<file path="src/rtl/user_io_event_queue.sv">
// Resynchronises, debounces and edge-detects user inputs, then queues timestamped event words in a FWFT FIFO.
// Optional link-power events are enabled by defining LINK_POW_EVENTS_EN.
module user_io_event_queue #(
  parameter int CLK_RATE_HZ = 16_000_000,
  parameter int DEBOUNCE_MS = 10,
  parameter int FIFO_DEPTH  = 8
) (
  input  logic        i_clk,
  input  logic        i_reset,
  input  logic [5:0]  i_button,
  input  logic [3:0]  i_link_pow,
  output logic [15:0] o_evt_data,
  output logic        o_evt_valid,
  input  logic        i_evt_ready,
  output logic [5:0]  o_button_state,
  output logic        o_overflow,
  input  logic        i_clear_overflow
);
  localparam int MS_CYCLES = CLK_RATE_HZ / 1000;
  localparam int DB_CYCLES = MS_CYCLES * DEBOUNCE_MS;
  localparam int DBW = $clog2(DB_CYCLES);
  localparam int MSW = $clog2(MS_CYCLES + 1);
  localparam int PW  = $clog2(FIFO_DEPTH);
  localparam int CW  = PW + 1;

`ifdef LINK_POW_EVENTS_EN
  localparam int NSRC = 10;
  logic [NSRC-1:0] raw;
  assign raw = {i_link_pow, i_button};
`else
  localparam int NSRC = 6;
  logic [NSRC-1:0] raw;
  logic            unused_link;
  assign raw = i_button;
  assign unused_link = ^i_link_pow;
`endif

  logic [NSRC-1:0] sync1_reg, sync2_reg, stable_reg, stable_next, stable_d_reg;
  logic [NSRC-1:0] pending_reg, pending_next;
  logic [MSW-1:0]  ms_cnt_reg;
  logic [9:0]      ts_reg;

  always_ff @(posedge i_clk) begin
    if (i_reset) begin
      sync1_reg    <= '0;
      sync2_reg    <= '0;
      stable_reg   <= '0;
      stable_d_reg <= '0;
      pending_reg  <= '0;
      ms_cnt_reg   <= '0;
      ts_reg       <= '0;
    end else begin
      sync1_reg    <= raw;
      sync2_reg    <= sync1_reg;
      stable_reg   <= stable_next;
      stable_d_reg <= stable_reg;
      pending_reg  <= pending_next;
      if (ms_cnt_reg == MSW'(MS_CYCLES - 1)) begin
        ms_cnt_reg <= '0;
        ts_reg     <= ts_reg + 10'd1;
      end else begin
        ms_cnt_reg <= ms_cnt_reg + 1'b1;
      end
    end
  end

  // Stable level only moves after DB_CYCLES consecutive cycles of disagreement.
  generate
    for (genvar gi = 0; gi < NSRC; gi++) begin : g_db
      logic [DBW-1:0] cnt_reg;
      logic           accept;
      assign accept = (sync2_reg[gi] != stable_reg[gi]) && (cnt_reg == DBW'(DB_CYCLES - 1));
      assign stable_next[gi] = accept ? sync2_reg[gi] : stable_reg[gi];
      always_ff @(posedge i_clk) begin
        if (i_reset || sync2_reg[gi] == stable_reg[gi] || accept)
          cnt_reg <= '0;
        else
          cnt_reg <= cnt_reg + 1'b1;
      end
    end
  endgenerate

  logic            grant_valid, grant_lvl;
  logic [3:0]      grant_idx;
  logic [NSRC-1:0] grant_mask;
  logic [15:0]     push_word;

  always_comb begin
    grant_valid = 1'b0;
    grant_lvl   = 1'b0;
    grant_idx   = '0;
    for (int i = NSRC - 1; i >= 0; i--) begin
      if (pending_reg[i]) begin
        grant_valid = 1'b1;
        grant_lvl   = stable_reg[i];
        grant_idx   = 4'(i);
      end
    end
    grant_mask   = grant_valid ? (NSRC'(1) << grant_idx) : '0;
    pending_next = (pending_reg & ~grant_mask) | (stable_reg ^ stable_d_reg);
    if (grant_idx >= 4'd6)
      push_word = {1'b1, grant_lvl, grant_idx - 4'd6, ts_reg};
    else
      push_word = {1'b0, grant_lvl, grant_idx, ts_reg};
  end

  logic [15:0]   mem [FIFO_DEPTH];
  logic [PW-1:0] rd_ptr_reg, wr_ptr_reg, rd_ptr_next;
  logic [CW-1:0] count_reg, count_next;
  logic [15:0]   data_reg, data_next;
  logic          ovf_reg, pop, push, drop;

  // The head word is kept in a register so it can hold its value once the FIFO drains.
  always_comb begin
    pop         = (count_reg != '0) && i_evt_ready;
    push        = grant_valid && ((count_reg < CW'(FIFO_DEPTH)) || pop);
    drop        = grant_valid && !push;
    rd_ptr_next = pop ? rd_ptr_reg + 1'b1 : rd_ptr_reg;
    count_next  = count_reg + CW'(push) - CW'(pop);
    data_next   = data_reg;
    if (count_next != '0)
      data_next = (push && wr_ptr_reg == rd_ptr_next) ? push_word : mem[rd_ptr_next];
  end

  always_ff @(posedge i_clk) begin
    if (push) mem[wr_ptr_reg] <= push_word;
  end

  always_ff @(posedge i_clk) begin
    if (i_reset) begin
      rd_ptr_reg <= '0;
      wr_ptr_reg <= '0;
      count_reg  <= '0;
      data_reg   <= '0;
      ovf_reg    <= 1'b0;
    end else begin
      rd_ptr_reg <= rd_ptr_next;
      if (push) wr_ptr_reg <= wr_ptr_reg + 1'b1;
      count_reg <= count_next;
      data_reg  <= data_next;
      if (drop)
        ovf_reg <= 1'b1;
      else if (i_clear_overflow)
        ovf_reg <= 1'b0;
    end
  end

  assign o_evt_valid    = (count_reg != '0);
  assign o_evt_data     = data_reg;
  assign o_button_state = stable_reg[5:0];
  assign o_overflow     = ovf_reg;
endmodule

</file>
<file path="config.mk">
export PLATFORM = sky130hd
export DESIGN_NAME = user_io_event_queue
export DESIGN_NICKNAME = d
export VERILOG_FILES = /design/src/rtl/user_io_event_queue.sv
export SDC_FILE = /design/constraint.sdc
export NUM_CORES = 1
export LEC_CHECK = 0
export CORE_UTILIZATION = 51
export DETAILED_ROUTE_END_ITERATION = 10
export PLACE_DENSITY = 0.79
export SYNTH_ARGS = -nofsm -noshare
export SYNTH_HDL_FRONTEND = slang
export SYNTH_SLANG_ARGS = --single-unit
export TNS_END_PERCENT = 1
</file>
<file path="constraint.sdc">
create_clock -name i_clk -period 5.6 [get_ports i_clk]
set_clock_uncertainty 0.15 [all_clocks]
set_input_delay 1.68 -clock i_clk [delete_from_list [all_inputs] [get_ports i_clk]]
set_output_delay 1.68 -clock i_clk [all_outputs]
set_load 0.01 [all_outputs]
</file>
# After elaboration in Yosys (flattened, before gate mapping)
# Memory sizes are Yosys's and may differ from the RTL's. A register that Yosys moved wholly into a read port is not among the register bits.
# Index checks and enable logic that the tools add are counted.
# totals
ff_bits	173
ramBits	128
in_bits	14
out_inout_bits	24
elab_cells	114
mem_count	1
# mem_list
memory	depth	width	read_ports	rd_clocked_by_memory_dff	write_ports	line_no	rtl
mem	8	16	1	1	1	107	logic [15:0] mem [FIFO_DEPTH];
# classes
n_addsub	13
n_lt_le_gt_ge	2
eq_ne	19
shift	1
mux	25
n_bitwise	4
n_reduce_logical	27
# op_table
op	count
adder 18 x 1 -> 18 bit, second input constant	6
equality test 18 bit, second input constant	6
two-way mux 4 bit	5
two-way mux 1 bit	16
two-way mux 16 bit	1
adder 14 x 1 -> 14 bit, second input constant	1
equality test 14 bit, second input constant	1
logical OR 1 bit	13
adder 10 x 1 -> 10 bit, second input constant	1
logical AND 1 bit	9
nonzero test 4 bit	2
adder 3 x 1 -> 3 bit, second input constant	2
bitwise AND 6 bit	1
equality test 1 bit	6
two-way mux 3 bit	2
two-way mux 6 bit	1
!= test 1 bit	6
NOT 6 bit	1
OR 6 bit	1
left shift 1 x 4 -> 6 bit, first input constant	1
XOR 6 bit	1
adder 4 x 1 -> 4 bit	1
>= comparator 4 x 3 -> 1 bit, second input constant	1
less-than comparator 4 bit, second input constant	1
5 further kinds	5

# Logic depth before layout (Yosys ltp)
# Gate-level depths: netlist of the first run.
# depth
word_depth	11
depth_mapped	19
mapped_depth_nobuf	17

# Least setup slack after synthesis of the first run
# No wires, ideal clock.
# synth_path
kind	input-to-reg
from	input port i_evt_ready
to	memory mem[2][0], enable pin
setup_ps	436
t_arrival_ps	4205
t_required_ps	5014
path_slack_ps	809
path_stages	5
n_path_buf	1
cell_sequence	nand2_1 buf_2 a21oi_1 inv_1 nor4b_1
# synth_via
elab_chain_cells	5
# synth_lines
item	line_no	rtl
start: declaration	14	input logic i_evt_ready,
logical AND 1 bit	115	pop = (count_reg != '0) && i_evt_ready;
logical OR 1 bit	116	push = grant_valid && ((count_reg < CW'(FIFO_DEPTH)) || pop);
logical AND 1 bit	116	
two-way mux 1 bit	126	if (push) mem[wr_ptr_reg] <= push_word;
two-way mux 1 bit (implied by the code)	126	
end: declaration	107	
# Every way passes these cells.

# Final worst setup path of the first run
# layout_path
from	input port i_evt_ready
to	register data_reg[6], in the netlist o_evt_data[6], read port of mem
# layout_via
elab_chain_cells	6
word_cells_on_any_way	7
cone_classes	add/sub (2); mux (1); reduce/logical (4)
# layout_lines
item	line_no	rtl
logical AND 1 bit (*)	115	
logical OR 1 bit	116	
logical AND 1 bit	116	
adder 4 x 1 -> 4 bit	119	count_next = count_reg + CW'(push) - CW'(pop);
subtractor 4 x 1 -> 4 bit	119	
nonzero test 4 bit	121	if (count_next != '0)
end: declaration	110	logic [15:0] data_reg, data_next;
# Mark *: on every way between the ends. The rest lies on a longest branch, timed or not.
# A chain may end at the register's enable or synchronous reset.

==> metrics.txt, run 1 <==
Antenna Cells=0; Hold WC Path Type=reg2reg; Die Area=between 0.02 and 0.03 mm²; fin. max-slew vios=0; Finished Layout Cells=around 1700; Design Area, Final=0.0153 mm²; drt first pass iters=8; Inst Count DP=between 1500 and 2000; Setup crit start kind=primary input; Synth area leaders=edfxtp_1, dfxtp_1, nor2_1; Cell Rows=59; Netlist cell types=65; classification of the worst setup path=in2reg; via count=9735; Total Wirelength=between 20 and 30 mm; clock power share=between 30% and 40%; # H-tree levels=1; Tot GR Track Use=a little over a fifth; Synth warnings=0; die height=approximately 170 µm; Synth-to-Final Area Change=12.9%; Setup TNS Final=0 ps; Critical Path Max Stage Delay=approximately 710 ps; DR vias/cell=~5.8; Arrival @ worst endpoint=about 5000 ps; max FFs per register=128; largest area contributor in the netlist=edfxtp_1; IO buf count=33; worst vdd ir=between 200 and 300 µV; postcts setup bufs=0; CP Max Fanout=10; DRT antenna net count=0; clk sinks=~320; Int Power=roughly 4300 µW; Clock transition at path regs=60 ps; synthesis-stage register bit count=about 320; DRT iter0 DRCs=between 800 and 900; Syn Inst Count=approximately 1300; failing checks=DRC; dpl cell area=approximately 0.014 mm²; P_leak=between 0.004 and 0.005 µW; Post-route DRC=2; unrepaired setup endpoints after global routing=false; Max-Cap Viols=0; die width=~170 µm; Post-synth EDFFs=128; later-pin clock latency in the skew report=around 570 ps; combinational power share=about a quarter; post-synthesis cell area=0.0136 mm²; Yosys top cell area share=28.3%; Critical Path Stages=14; CP bufs+invs=4; initial antenna violation count=0; core footprint=~0.026 mm²; Final Setup Violations=0; cts bufs inserted=31; max_slew headroom=between 20% and 30%; final net count=1338; layout cell share with drive strength beyond 1=slightly below 8%; largest net degree at the start of global routing=78; Reg power frac=41.0%; CP dominant cell by count=inv_1; CP max-delay cell=nor3b_2; Final Hold Fails=0; FMAX=~210 MHz; Filler Cell Count=approximately 2100; global route total overflow=0; ys async rst share=0%; io pins=38; Placer Congestion=0.774; final setup margin=a little over 800 ps; Avg Cell Area, Syn=~11 µm²; Tot Pwr=slightly above 6000 µW; Tightest Pin Transition=around 1100 ps; Crit path required time=just under 6000 ps; Avg WL per Cell=17.1 µm; Sw Pwr=roughly 1800 µW; Cell Pwr Density=~400 mW/mm²; CP delay by family, top=simple AND/OR/NAND/NOR gates; cts repair resizes=0; pre-CTS setup slack=between 200 and 300 ps; sequential fraction of the synthesis area=56.1%; status=finished, violations left; Crit. End Element=flop; R2R depth=14; first-pass GRT wire length=around 47 mm; vias in the first global route=about 9400; Switching Fraction=around 30%; Main synth FF type=dfxtp_1; cell breakdown of the critical path=clkdlybuf4s50_1, nand2_1, a21oi_1, inv_1, ha_1, inv_1, ha_1, inv_1, fa_1, xnor2_1, nor3b_1, nand2_1, nor3b_2, a221oi_1; fin crit share=85.3%; Post-CTS Hold Buffers=0; Initial Util=between 50% and 60%; Detailed Place HPWL=around 17 mm; Hold Path Cell Cnt=1; minimum clock period=roughly 4800 ps; CTS tree=done; Root Buffer=clkbuf_16; clk buf depth=3
placed cells by master (no fill, tap or decap), drive strengths merged, types with 5 or more instances in the layout:
| master | synthesis | final |
|---|---|---|
| nor3 | 18 | 18 |
| a32oi | 15 | 15 |
| nor2b | 22 | 22 |
| buf | 32 | 21 |
| nor3b | 5 | 5 |
| mux2i | 10 | 10 |
| and3 | 18 | 18 |
| clkinv | 1 | 8 |
| clkbuf | 38 | 43 |
| nor2 | 184 | 184 |
| and4 | 8 | 8 |
| conb | 1 | 16 |
| ha | 15 | 15 |
| mux4 | 6 | 6 |
| inv | 41 | 42 |
| clkdlybuf4s50 | 0 | 32 |
| or3 | 10 | 10 |
| xor2 | 73 | 73 |
| xnor2 | 63 | 63 |
| nor4 | 8 | 8 |
| nand3 | 35 | 35 |
| edfxtp | 128 | 128 |
| a21oi | 35 | 35 |
| nand4 | 28 | 28 |
| o21ai | 60 | 60 |
| dfxtp | 189 | 189 |
| nor4b | 9 | 9 |
| o22ai | 42 | 42 |
| o221ai | 70 | 70 |
| nand2 | 65 | 65 |
| a221oi | 10 | 10 |
worst paths after layout:
kind	from	slack [ps]	end
min	sync1_reg[5]$_SDFF_PP0_	280	sync2_reg[5]$_SDFF_PP0_
max	i_evt_ready	820	o_evt_data[6]$_SDFFE_PP0P_
max reg2reg	pending_reg[2]$_SDFF_PP0_	1480	o_evt_data[6]$_SDFFE_PP0P_
min reg2reg	sync1_reg[5]$_SDFF_PP0_	280	sync2_reg[5]$_SDFF_PP0_
power by group through the flow:
stage / registers, µW / logic [µW] / clock network [µW]
floorplan: 2570 / 1120 / 0
finish: 2530 / 1530 / 2100
CTS: 2530 / 1530 / 2140
detailed placement: 2570 / 1520 / 0
global placement: 2570 / 1470 / 0
global route: 2530 / 1680 / 2220
layer usage:
metal  vias up  global-route usage [%]  part of all wire [%]
met1      4738                    27.3                    43
met4         0                    5.75                   1.7
li1       4720                       -                     -
met5         -                       0                     0
met3        44                    4.22                   5.9
met2       233                    36.7                    49
logic make-up (layout without fill, tap and decap cells):
group | after synthesis | in the layout | share of synthesized area, %
AND/OR/NAND/NOR | 427 | 427 | 15.4
adder cells (fa/ha/maj) | 16 | 16 | 1.53
AO/OA/AOI/OAI | 252 | 252 | 12.9
multiplexers | 16 | 16 | 1.76
other | 1 | 16 | 0.0276
XOR/XNOR | 136 | 136 | 8.96
flip-flops | 317 | 317 | 56.1
buffers and inverters | 112 | 153 | 3.34
synthesized netlist by cell type, types with 5 or more instances:
cell type  number
dfxtp_1       189
nor2_1        184
edfxtp_1      128
xor2_1         73
o221ai_1       70
nand2_1        65
xnor2_1        61
o21ai_0        59
o22ai_1        42
inv_1          40
clkbuf_1       38
a21oi_1        35
nand3_1        35
nand4_1        28
nor2b_1        22
buf_2          21
nor3_1         18
and3_1         17
a32oi_1        15
ha_1           15
a221oi_1       10
buf_1          10
mux2i_1        10
nor4b_1         9
or3_1           9
and4_1          8
nor4_1          7
mux4_2          5
worst register-to-register path: cells and delay by family, from the launching register on:
| kind | cells | cell delay, ps |
|---|---|---|
| DFF | 1 | 370 |
| and+or+nand+nor | 5 | 1750 |
| buffers and inverters | 3 | 340 |
| xor gates and xnor gates | 1 | 220 |
| AOI/OAI and AO/OA | 2 | 350 |
| adders and majority gates | 3 | 820 |
cell type report:
class / instances / area, µm² / share of cell area, %
inverter: 42 / 158 / 1.03
multi-input combinational: 863 / 5620 / 36.7
tap: 335 / 419 / 2.73
clock inverter: 15 / 169 / 1.10
timing repair buffer: 53 / 475 / 3.10
sequential: 317 / 7630 / 49.7
clock buffer: 43 / 871 / 5.68
metrics by stage:
stage,utilization (%),hold WS [ps]
6_report,58.7,281
5_1_grt,58.7,302
3_3_place_gp,54.7,267
3_5_place_dp,54.7,273
4_1_cts,58.7,284
2_1_floorplan,-,263
Power figures use the tool's default switching activity.
==> inputs of run 2 (changes only) <==
CTS_CLUSTER_DIAMETER = 80   (was default)
GPL_ROUTABILITY_DRIVEN = 0   (was default)
SLEW_MARGIN = 20   (was default)
==> run 2 against run 1 <==
Compared with the run above: the flow still finishes with violations (DRC); sequential power about the same; sequential cell count unchanged; sequential share of layout area is essentially flat; clock power about the same; first-iteration DRC count down 4.2%; combinational power about the same; cell area about the same; critical path type unchanged; utilization is essentially flat; hold slack hardly changed; power up 0.13%; die area is the same.
==> metrics.txt, run 2 (synthesis results as in run 1) <==
status=finished, violations left; failing checks=DRC; postcts setup bufs=0 (unchanged); drt first pass iters=8 (unchanged); largest net degree at the start of global routing=78 (unchanged); Final Hold Fails=0 (unchanged); max_slew headroom=27.7% (+0.70 points); Post-CTS Hold Buffers=0 (unchanged); worst vdd ir=297 µV (+2.1%); most frequent cells in the layout=dfxtp_1, nor2_1, edfxtp_1; Switching Fraction=30.0% (+0.051 points); FF+latch area=0.00763 mm² (unchanged); layout cell share with drive strength beyond 1=7.80% (unchanged); clk sinks=317 (unchanged); Total Wirelength=28.6 mm (+0.26%); io pins=38 (unchanged); DRT iter0 DRCs=780 (-4.2%); Crit path required time=5860 ps (about the same); IO buf count=33 (unchanged); clock power share=34.1% (about the same); Hold Startpoint=sync1_reg[5]$_SDFF_PP0_; Die Area=0.0273 mm² (unchanged); initial antenna violation count=0 (unchanged); fin crit share=86.3% (+1.0 points); Avg WL per Cell=17.2 µm (+0.26%); fin. max-slew vios=0 (unchanged); FMAX=207 MHz (-1.2%); Multi-input gate area=0.00563 mm² (about the same); vias in the first global route=9444 (unchanged); Setup crit start kind=primary input; Hold WC Path Type=reg2reg; CP Max Fanout=10 (unchanged); Tot GR Track Use=21.4% (unchanged); Crit. End Element=flop; Cell Rows=59 (unchanged); Reg-to-Reg Start=pending_reg[2]$_SDFF_PP0_; Hold Path Cell Cnt=1 (unchanged); worst r2r dst=o_evt_data[6]$_SDFFE_PP0P_; via count=9750 (+0.15%); Reg power frac=41.0% (about the same); final net count=1338 (unchanged); classification of the worst setup path=in2reg; global route total overflow=0 (unchanged); Root Buffer=clkbuf_16; hold endpoint=sync2_reg[5]$_SDFF_PP0_; Final Setup Violations=0 (unchanged); Design Area, Final=0.0153 mm² (about the same); die width=165 µm (unchanged); # H-tree levels=1 (unchanged); Tightest Pin Transition=1070 ps (-10.4 ps); unrepaired setup endpoints after global routing=false; Post-route DRC=2 (unchanged); clk buf depth=3 (unchanged); M1 GR Usage=27.3% (unchanged); core footprint=0.0261 mm² (unchanged); Detailed Place HPWL=17.4 mm (unchanged); dpl cell area=0.0143 mm² (unchanged); Initial Util=52.0% (unchanged); later-pin clock latency in the skew report=570 ps (about the same); cts bufs inserted=31 (unchanged); Synth-to-Final Area Change=13.0% (about the same); most common cell after layout, fill and taps aside=dfxtp_1; FF-to-FF setup slack=1450 ps (-30 ps); P_leak=0.00494 µW (about the same); Clock transition at path regs=60 ps (about the same); die height=165 µm (unchanged); Cell Pwr Density=402 mW/mm² (+0.11%); DRT antenna net count=0 (unchanged); grt met2 use=36.7% (unchanged); combinational power share=24.9% (about the same); DR vias/cell=5.85 (+0.15%); busiest grt layer=met2; Arrival @ worst endpoint=5100 ps (+60 ps); R2R depth=14 (unchanged); max FFs per register=128 (unchanged); Filler Cell Count=2144 (+0.093%); Antenna Cells=0 (unchanged); minimum clock period=4830 ps (+57.5 ps); Max-Cap Viols=0 (unchanged); Sw Pwr=1850 µW (+0.31%); Int Power=4320 µW (about the same); met3 Resource Use GR=4.22% (unchanged); Setup TNS Final=0 ps (unchanged); first-pass GRT wire length=46.7 mm (unchanged); CTS tree=done; cts repair resizes=0 (unchanged)
==> run 2: power groups by stage <==
stage	Combinational (µW)	Clock, µW	Sequential, µW
2_1_floorplan	1120	0	2570
3_5_place_dp	1520	0	2570
3_3_place_gp	1470	0	2570
5_1_grt	1690	2220	2530
4_1_cts	1530	2140	2530
6_report	1540	2100	2530
==> run 2: worst max-delay path by stage <==
stage	startpoint	to
2_1_floorplan	i_evt_ready	mem[2][0]$_DFFE_PP_
3_3_place_gp	i_evt_ready	o_evt_data[7]$_SDFFE_PP0P_
3_5_place_dp	i_evt_ready	o_evt_data[8]$_SDFFE_PP0P_
4_1_cts	i_evt_ready	o_evt_data[6]$_SDFFE_PP0P_
5_1_grt	i_evt_ready	o_evt_data[5]$_SDFFE_PP0P_
6_report	i_evt_ready	o_evt_data[6]$_SDFFE_PP0P_
==> run 2: layout make-up <==
class	instances	share of cell area (%)
Clock inverter	15	1.10
Multi-Input combinational cell	863	36.7
Tap cell	335	2.73
Inverter	42	1.03
Clock buffer	43	5.67
Timing Repair Buffer	53	3.10
Sequential cell	317	49.7
==> run 2: critical path, cell delays in order <==
cell	delay, ps
clkdlybuf4s50_1	600
nand2_1	100
a21oi_1	220
inv_1	170
ha_1	330
inv_1	60
ha_1	150
inv_1	50
fa_1	390
xnor2_1	210
nor3b_1	70
nand2_1	80
nor3b_2	730
a221oi_1	230
==> run 2: per-layer routing <==
metal	share of wire, %	vias up	wire [µm]
met3	6.9	42	1990
met1	42	4730	12000
li1	-	4716	-
met2	50	262	14200
met5	0	-	0
met4	1.6	0	446
==> run 2: per-stage QoR <==
step,total power (µW),utilization [%],hold slack [ps],cells,setup slack (ps)
finish,6170,58.7,281,1668,767
global route,6450,58.7,302,1668,588
global placement,4040,54.7,267,1610,443
detailed placement,4090,54.7,273,1610,279
floorplan,3690,-,263,1292,809
CTS,6190,58.7,284,1668,818
==> inputs of run 3 (changes only) <==
CTS_CLUSTER_SIZE = 12   (was default)
RECOVER_POWER = 50   (was default)
==> run 3 against run 2 <==
Compared with the run above: the run ends with DRC, capacitance limit, slew limit left; first-iteration DRC count rose by 4.5%; via count grew 0.36%; sequential cell count did not move; utilization decreased by 0.77 points; combinational power hardly changed; cell area shrank 1.3%; power decreased by 4.4%; clock-buffer cell count grew 6; wire length down 0.13%; register-to-register slack worse by 90 ps; non-clock buffer count is the same; sequential share of layout area is 0.66 points higher; largest cell class unchanged.
==> metrics.txt, run 3 (synthesis results as in run 1) <==
Final Setup Violations=0 (unchanged); Cell Rows=59 (unchanged); Hold Path Cell Cnt=1 (unchanged); Tot GR Track Use=21.2% (-0.12 points); DRT antenna net count=0 (unchanged); Cell Pwr Density=389 mW/mm² (-3.1%); vias in the first global route=9425 (-0.20%); Setup crit start kind=primary input; hold endpoint=sync2_reg[0]$_SDFF_PP0_; Post-CTS Hold Buffers=0 (unchanged); fin. max-slew vios=47 (+47); Crit. End Element=flop; final net count=1337 (-0.075%); Post-route DRC=2 (unchanged); final hold slack=285 ps (+4.17 ps); fin crit share=85.8% (-0.52 points); cts bufs inserted=30 (-3.2%); initial antenna violation count=0 (unchanged); Tot Pwr=5900 µW (-4.4%); Max-Cap Viols=1 (+1); Final Hold Fails=0 (unchanged); Multi-input gate area=0.00562 mm² (-0.13%); failing checks=DRC, capacitance limit, slew limit; layout cell share with drive strength beyond 1=6.26% (-1.5 points); P_leak=0.00485 µW (-1.9%); clk buf depth=3 (unchanged); die width=165 µm (unchanged); FF-to-FF setup slack=1360 ps (-90 ps); IO buf count=33 (unchanged); cts repair resizes=0 (unchanged); Filler Cell Count=2158 (+0.65%); Hold WC Path Type=reg2reg; Detailed Place HPWL=17.4 mm (unchanged); status=finished, violations left; DR vias/cell=5.89 (+0.84%); first-pass GRT wire length=46.7 mm (about the same); drt first pass iters=8 (unchanged); R2R depth=14 (unchanged); most frequent cells in the layout=dfxtp_1, nor2_1, edfxtp_1; Clock transition at path regs=60 ps (about the same); Antenna Cells=0 (unchanged); DRT iter0 DRCs=815 (+4.5%); worst vdd ir=293 µV (-1.4%); max_slew headroom=-38.8% (-67 points); pre-CTS setup slack=279 ps (unchanged); via count=9785 (+0.36%); Total Wirelength=28.6 mm (-0.13%); Crit path required time=5830 ps (-30 ps); CTS tree=done; Reg-to-Reg Start=pending_reg[2]$_SDFF_PP0_; postcts setup bufs=0 (unchanged); Initial Util=52.0% (unchanged); final setup margin=796 ps (+29.0 ps); largest net degree at the start of global routing=78 (unchanged); Crit. Startpoint=i_evt_ready; CP Max Fanout=10 (unchanged); global route total overflow=0 (unchanged); # H-tree levels=1 (unchanged); Synth-to-Final Area Change=11.5%; classification of the worst setup path=in2reg; most common cell after layout, fill and taps aside=dfxtp_1; Die Area=0.0273 mm² (unchanged); Arrival @ worst endpoint=5040 ps (-60 ps); max FFs per register=128 (unchanged); Avg WL per Cell=17.2 µm (+0.35%); worst r2r dst=o_evt_data[3]$_SDFFE_PP0P_; Setup TNS Final=0 ps (unchanged); core footprint=0.0261 mm² (unchanged); Root Buffer=clkbuf_16; unrepaired setup endpoints after global routing=false; Final Core Density=58.0% (-0.77 points); Tightest Pin Transition=2080 ps (+1010 ps); Hold Startpoint=sync1_reg[0]$_SDFF_PP0_; FF+latch area=0.00763 mm² (unchanged); clk sinks=317 (unchanged); minimum clock period=4800 ps (-29.0 ps); later-pin clock latency in the skew report=550 ps (-20 ps); die height=165 µm (unchanged); io pins=38 (unchanged); FMAX=208 MHz (+0.60%)
run 3: cell types whose count changed in the layout (fill, tap and decap cells not counted), moves of 2 or more:
cell / delta
clkbuf_1: +13
clkbuf_8: -5
clkinvlp_4: -4
bufinv_16: -3
clkinv_2: -3
clkinv_1: -2
clkinv_4: -2
run 3: how the worst max path moves through the flow:
stage,slack (ps),cells past startpoint,to
floorplan,810,5,mem[2][0]$_DFFE_PP_
global placement,440,14,o_evt_data[7]$_SDFFE_PP0P_
detailed placement,280,14,o_evt_data[8]$_SDFFE_PP0P_
CTS,840,14,o_evt_data[3]$_SDFFE_PP0P_
global route,630,14,o_evt_data[5]$_SDFFE_PP0P_
finish,800,14,o_evt_data[3]$_SDFFE_PP0P_
run 3: power by group:
| group | internal, µW | switching, µW | total [µW] |
|---|---|---|---|
| clock network | 1020 | 812 | 1830 |
| logic | 627 | 914 | 1540 |
| registers | 2460 | 64.1 | 2530 |
run 3: worst max-delay path: stages:
cell	delay, ps
clkdlybuf4s50_1	580
nand2_1	100
a21oi_1	190
inv_1	150
ha_1	330
inv_1	60
ha_1	150
inv_1	50
fa_1	390
xnor2_1	220
nor3b_1	70
nand2_1	80
nor3b_2	750
a221oi_1	230
run 3: cell type report:
class	count	share of cell area, %
sequential	317	50.4
multi-input combinational	863	37.1
clock buffer	49	5.57
timing repair buffer	53	3.11
tap	335	2.77
inverter	42	1.04
clock inverter	1	0.0578
run 3: routing by layer:
metal  vias up  wire length [µm]  GRT usage, %
met3        64              1940          3.22
li1       4703                 -             -
met5         -                 0             0
met1      4727             12100          27.6
met4         0               665          6.17
met2       291             13900          36.5
run 3: metrics by stage:
step | instance area (µm²) | instances
final | 15100 | 1660
after global routing | 15100 | 1660
after detailed placement | 14300 | 1610
after floorplan | 13600 | 1292
after CTS | 15200 | 1660
after global placement | 14300 | 1610
